### src/rtl/chroma_sequencer_if.sv
// Bundle between the timing/colour-space stages and the sine LUT driver.
// master drives timing strobes and picture chroma; slave is the sequencer.
// Outputs are the LUT phase/amplitude plus burst and parity status.
interface chroma_sequencer_if;
  logic              enable;
  logic              line_start;
  logic              frame_start;
  logic              active;
  logic [4:0]        chroma_phase;
  logic signed [5:0] chroma_amp;
  logic [4:0]        phase;
  logic signed [5:0] amplitude;
  logic              burst_active;
  logic              pal_v_invert;

  modport master (
    output enable, line_start, frame_start, active, chroma_phase, chroma_amp,
    input  phase, amplitude, burst_active, pal_v_invert
  );

  modport slave (
    input  enable, line_start, frame_start, active, chroma_phase, chroma_amp,
    output phase, amplitude, burst_active, pal_v_invert
  );
endinterface

### src/rtl/chroma_sequencer.sv
// Subcarrier NCO + burst timing FSM + PAL parity; arbitrates burst vs picture chroma onto the sine LUT.
// Latency: outputs registered, one clk after the inputs/state they reflect.
// No backpressure: free-running, every cycle produces a LUT phase/amplitude.
module chroma_sequencer #(
  parameter logic [31:0] PHASE_INC            = 32'd396713491,
  parameter int          BURST_START          = 269,
  parameter int          BURST_LEN            = 108,
  parameter int          BURST_AMP            = 12,
  parameter bit          PAL_MODE             = 1'b1,
  parameter bit          PHASE_RESET_ON_FRAME = 1'b1
) (
  input logic              clk,
  input logic              rst_n,
  chroma_sequencer_if.slave bus
);

  typedef enum logic [1:0] {IDLE, WAIT, BURST, DONE} state_t;

  localparam logic [9:0]        START_LAST = 10'(BURST_START - 1);
  localparam logic [9:0]        LEN_LAST   = 10'(BURST_LEN - 1);
  localparam logic signed [5:0] AMP_BURST  = 6'(BURST_AMP);

  state_t            state, state_n;
  logic [9:0]        count, count_n;
  logic              parity, parity_n;
  logic [31:0]       acc;

  logic [4:0]        base;
  logic [4:0]        burst_off;
  logic signed [5:0] amp_clamped;
  logic [4:0]        phase_d;
  logic signed [5:0] amp_d;
  logic              burst_d;

  // NCO accumulator: free-running, optionally re-phased at frame start
  always_ff @(posedge clk or negedge rst_n) begin
    if (!rst_n) begin
      acc <= '0;
    end else if (bus.frame_start && PHASE_RESET_ON_FRAME) begin
      acc <= '0;
    end else begin
      acc <= acc + PHASE_INC;
    end
  end

  // Line sequencer state, burst counter and line parity registers
  always_ff @(posedge clk or negedge rst_n) begin
    if (!rst_n) begin
      state  <= IDLE;
      count  <= '0;
      parity <= 1'b0;
    end else begin
      state  <= state_n;
      count  <= count_n;
      parity <= parity_n;
    end
  end

  // Next-state: burst timing per line; line_start restarts from any state
  always_comb begin
    state_n  = state;
    count_n  = count;
    parity_n = parity;
    case (state)
      IDLE: ;
      WAIT: begin
        if (count == START_LAST) begin
          state_n = BURST;
          count_n = '0;
        end else begin
          count_n = count + 10'd1;
        end
      end
      BURST: begin
        if (count == LEN_LAST) begin
          state_n = DONE;
          count_n = '0;
        end else begin
          count_n = count + 10'd1;
        end
      end
      DONE: ;
      default: state_n = IDLE;
    endcase
    if (bus.line_start) begin
      state_n  = WAIT;
      count_n  = '0;
      parity_n = ~parity;
    end
    // frame start pins parity to even, overriding a simultaneous toggle
    if (bus.frame_start) begin
      parity_n = 1'b0;
    end
  end

  // Arbitration: burst uses next state so burst cycles line up with the
  // edge that enters BURST; the whole decision is then registered
  always_comb begin
    base        = acc[31:27];
    burst_off   = PAL_MODE ? (parity_n ? 5'd20 : 5'd12) : 5'd16;
    amp_clamped = (bus.chroma_amp == -6'sd32) ? -6'sd31 : bus.chroma_amp;
    phase_d     = base;
    amp_d       = '0;
    burst_d     = 1'b0;
    if (bus.enable) begin
      if (state_n == BURST) begin
        burst_d = 1'b1;
        amp_d   = AMP_BURST;
        phase_d = base + burst_off;
      end else if (bus.active) begin
        amp_d   = amp_clamped;
        phase_d = base + bus.chroma_phase;
      end
    end
  end

  // Registered LUT drive and status outputs
  always_ff @(posedge clk or negedge rst_n) begin
    if (!rst_n) begin
      bus.phase        <= '0;
      bus.amplitude    <= '0;
      bus.burst_active <= 1'b0;
      bus.pal_v_invert <= 1'b0;
    end else begin
      bus.phase        <= phase_d;
      bus.amplitude    <= amp_d;
      bus.burst_active <= burst_d;
      bus.pal_v_invert <= parity_n;
    end
  end

endmodule

### src/flat_wrapper.sv
// flat-port wrapper written by rule: the top's interface ports become plain ports
module chroma_sequencer_flat 
#(
  parameter logic [31:0] PHASE_INC            = 32'd396713491,
  parameter int          BURST_START          = 269,
  parameter int          BURST_LEN            = 108,
  parameter int          BURST_AMP            = 12,
  parameter bit          PAL_MODE             = 1'b1,
  parameter bit          PHASE_RESET_ON_FRAME = 1'b1
)
  (clk, rst_n, bus_enable, bus_line_start, bus_frame_start, bus_active, bus_chroma_phase, bus_chroma_amp, bus_phase, bus_amplitude, bus_burst_active, bus_pal_v_invert);
  chroma_sequencer_if bus_i ();
  input logic clk;
  input logic rst_n;
  input wire logic [$bits(bus_i.enable)-1:0] bus_enable;
  input wire logic [$bits(bus_i.line_start)-1:0] bus_line_start;
  input wire logic [$bits(bus_i.frame_start)-1:0] bus_frame_start;
  input wire logic [$bits(bus_i.active)-1:0] bus_active;
  input wire logic [$bits(bus_i.chroma_phase)-1:0] bus_chroma_phase;
  input wire logic [$bits(bus_i.chroma_amp)-1:0] bus_chroma_amp;
  output wire logic [$bits(bus_i.phase)-1:0] bus_phase;
  output wire logic [$bits(bus_i.amplitude)-1:0] bus_amplitude;
  output wire logic [$bits(bus_i.burst_active)-1:0] bus_burst_active;
  output wire logic [$bits(bus_i.pal_v_invert)-1:0] bus_pal_v_invert;
  assign bus_i.enable = bus_enable;
  assign bus_i.line_start = bus_line_start;
  assign bus_i.frame_start = bus_frame_start;
  assign bus_i.active = bus_active;
  assign bus_i.chroma_phase = bus_chroma_phase;
  assign bus_i.chroma_amp = bus_chroma_amp;
  assign bus_phase = bus_i.phase;
  assign bus_amplitude = bus_i.amplitude;
  assign bus_burst_active = bus_i.burst_active;
  assign bus_pal_v_invert = bus_i.pal_v_invert;
  chroma_sequencer #(.PHASE_INC(PHASE_INC), .BURST_START(BURST_START), .BURST_LEN(BURST_LEN), .BURST_AMP(BURST_AMP), .PAL_MODE(PAL_MODE), .PHASE_RESET_ON_FRAME(PHASE_RESET_ON_FRAME)) u_core (.clk(clk), .rst_n(rst_n), .bus(bus_i));
endmodule
### config.mk
export PLATFORM = sky130hd
export DESIGN_NAME = chroma_sequencer_flat
export DESIGN_NICKNAME = d
export VERILOG_FILES = /design/src/rtl/chroma_sequencer_if.sv /design/src/rtl/chroma_sequencer.sv /design/src/flat_wrapper.sv
export SDC_FILE = /design/constraint.sdc
export NUM_CORES = 1
export LEC_CHECK = 0
export CAP_MARGIN = 30
export CELL_PAD_IN_SITES_DETAIL_PLACEMENT = 0
export CELL_PAD_IN_SITES_GLOBAL_PLACEMENT = 2
export CORE_ASPECT_RATIO = 1.5
export CORE_MARGIN = 1.5
export CORE_UTILIZATION = 39
export DETAILED_ROUTE_END_ITERATION = 10
export PLACE_DENSITY = 0.9
export REMOVE_ABC_BUFFERS = 1
export SYNTH_ARGS = -nofsm -noshare
export SYNTH_HDL_FRONTEND = slang
export SYNTH_SLANG_ARGS = --single-unit
### constraint.sdc
create_clock -name clk -period 4.15 [get_ports clk]
set_input_delay 0.6225 -clock clk [delete_from_list [all_inputs] [get_ports clk]]
set_output_delay 0.6225 -clock clk [all_outputs]
set_load 0.02 [all_outputs]
==> qor.yml <==
status:
  status: "finished clean"
place:
  hpwl_microns: 5142
  place.gp.congestion: 0.7572
  port_buffers: 29
  pre_cts_slack_ps: 1407
final_layout:
  seq_area_sq_um: 1426
  drive_gt1_share_pct: 10.15
  fin_util_pct: 48.08
  num-nets-final: 418
  multiInputGateArea_sq_um: 1827
  fillerInstances: 820
  antenna-diode-count: 0
  area_growth_pct: 19.79
global_route:
  grt_max_degree: 46
  grt_pass1_wl_microns: 12970
  grt_pass1_vias: 2789
  antenna_found_initial: 0
  overflow: 0
  track_usage_pct: 17.91
clock_tree:
  cts_setup_buffers: 0
  root_buffer: "clkbuf_16"
  worstSkewPairLatency_ps: 330
  cts-resized-gates: 0
  clk_pin_slew_ps: 50
  hold_buffers: 0
  cts_tree: "done"
  cts.htree.levels: 3
  clock-sinks: 57
  cts_max_path_buffers: 2
  cts_made_buffers: 9
timing:
  setup_slack_ps: 1693
  min_period_over_period_pct: 59.21
  rsz0062_at_grt: "false"
  max_freq_mhz: 407.0
  fin_skew_ps: 6.906
  fin_tns_setup_ps: 0
  finalMaxSlewViolations: 0
  setup_viol_count_final: 0
  worstMarginPinSlew_ps: 782.6
  fin_crit_ps: 2457
  slew_headroom_pct: 47.83
  hold_viol_final: 0
power_and_ir_drop:
  clkPwrFrac_pct: 33.1
  swShare_pct: 33.66
  p_int_mw: 1.438
  switchingPower_mw: 0.7294
  powerDensity_nw_per_um2: 535.8
  ir_drop_mv: 0.2879
  combPwrFrac_pct: 29.5
  power.total_mw: 2.167
  leakage_nw: 1.754
  pwr-share-seq_pct: 37.5
die:
  initial_utilization_pct: 40.14
  die_h_microns: 117.0
  die_x_microns: 78.98
  placementRows: 41
  die-area_sq_um: 9237
  io_pins: 30
  coreArea_sq_um: 8413
yosys:
  syn_area_sq_um: 3377
  ys_seq_area_share_pct: 42.24
  ys_seq_elements: 57
  synthXorXnorAreaFrac_pct: 5.446
  synth_fa_ha_area_share_pct: 4.891
  syn_inst: 361
  synthDistinctLibCells: 69
  avgSynthCellArea_sq_um: 9.355
  synth-async-reset-ratio_pct: 100.0
  synth-main-ff-cell: "dfrtp_1"
  synth_edf_count: 0
  synth.area.mux_share_pct: 2.334
  synth_top_family_by_area: "simple AND/OR/NAND/NOR gates"
  yosys_warnings: 0
  synthSimpleGateAreaFrac_pct: 24.08
  synth_compound_area_share_pct: 17.34
drt:
  drt_pass1_iterations: 4
  via_per_inst: 5.567
  drt_iter0_markers: 113
  vias: 2789
  antenna_left: 0
  drcViolationCount: 0
  wirelength_microns: 7389
  wl_per_cell_microns: 14.75
worst_setup_path:
  start_kind: "input port"
  cp_top_family: "buffers and inverters"
  crit_type: "input port to flip-flop"
  slowest_stage: "clkdlybuf4s50_1"
  cp_max_fo: 45
  arrival_ps: 2630
  crit_path_end_kind: "flip-flop"
  worstPathCellList: "clkdlybuf4s50_1 > buf_4 > inv_1 > nand2_1 > nor2_1 > a311oi_1 > o311ai_0"
  max_stage_delay_ps: 540
  path_buf_inv: 3
  required_ps: 4330
min_path:
  hp-class: "input port to asynchronous set/reset pin"
flow_run:
  cap_violations: 0
## layout make-up
type / instances / area share [%]
sequential: 57 / 35.26
multi-input combinational: 272 / 45.16
clock inverter: 3 / 0.9898
clock buffer: 13 / 6.186
timing repair buffer: 31 / 7.423
inverter: 18 / 1.670
tap: 107 / 3.310
## per-layer routing
metal	track usage, %	up-vias	part of all wire (%)
met5	0	-	0
met1	21.11	1357	44
met4	7.485	0	1.9
met3	3.953	13	3.6
li1	-	1368	-
met2	31.34	51	51
## Yosys cell counts, types with 3 or more instances
library cell / instances / area (sq um)
inv_1: 17 / 63.81
ha_1: 10 / 125.1
o21a_1: 3 / 22.52
nand4_1: 9 / 56.30
xnor2_1: 9 / 78.83
nand2_1: 25 / 93.84
nor3_1: 17 / 85.08
nor4_1: 4 / 25.02
o211ai_1: 4 / 30.03
a21oi_1: 22 / 110.1
or2_2: 5 / 31.28
nor2_1: 40 / 150.1
clkbuf_1: 9 / 33.78
o21ai_0: 12 / 60.06
mux2_2: 3 / 33.78
nand2b_1: 3 / 18.77
buf_2: 3 / 15.01
o2bb2ai_1: 3 / 26.28
and2_1: 4 / 25.02
a21o_1: 6 / 45.04
nor2b_1: 4 / 25.02
mux2i_1: 3 / 30.03
dfrtp_1: 57 / 1426
xor2_1: 12 / 105.1
a31oi_1: 5 / 31.28
nand3_1: 11 / 55.05
## registers in the layout (all words and copies together) (netlist names)
| name | cells |
|---|---|
| u_core.acc | 32 |
| u_core.count | 10 |
| u_core.bus.amplitude | 6 |
| u_core.bus.phase | 5 |
| u_core.state | 2 |
| u_core.bus.burst_active | 1 |
| u_core.parity | 1 |
## cell usage in the layout (no fill, tap or decap), drive strengths merged, types with 12 or more instances in the layout
cell type / instances
dfrtp: 57
nor2: 41
clkdlybuf4s50: 28
nand2: 25
a21oi: 22
nor3: 21
inv: 17
o21ai: 15
clkbuf: 13
xor2: 12
## power by group through the flow
stage | sequential [mW] | clock, mW | combinational, mW
finish | 0.812 | 0.717 | 0.639
detailed placement | 0.817 | 0 | 0.640
global route | 0.838 | 0.767 | 0.717
floorplan | 0.813 | 0 | 0.434
global placement | 0.816 | 0 | 0.629
CTS | 0.811 | 0.735 | 0.646
## logic make-up after synthesis
kind of cell / count (synthesis)
fa+ha+maj: 12
compound gates: 84
mux: 7
simple gates: 148
buf+inv: 32
xor+xnor: 21
flops: 57
## stage by stage
| step | std cells | hold WS, ps | cell area (sq um) |
|---|---|---|---|
| 6_report | 501 | 380.3 | 4045 |
| 3_5_place_dp | 485 | 479.3 | 3755 |
| 2_1_floorplan | 347 | 326.9 | 3321 |
| 5_1_grt | 501 | 433.4 | 4045 |
| 3_3_place_gp | 485 | 474.2 | 3755 |
| 4_1_cts | 501 | 403.0 | 4045 |
## path summary, 6_finish.rpt
kind / startpoint / end / slack [ps] / cells after the start
hold / removal: rst_n / u_core.acc[27] / 380 / 1
min in group clk: u_core.acc[0] / u_core.acc[0] / 480 / 1
hold reg to reg: u_core.acc[0] / u_core.acc[0] / 480 / 1
max in group asynchronous: rst_n / u_core.count[1] / 2950 / 2
setup / recovery: bus_frame_start / u_core.acc[24] / 1690 / 7
setup reg to reg: u_core.state[0] / u_core.bus.phase[0] / 1960 / 8
Note: power is estimated with default switching activity, not from simulation.
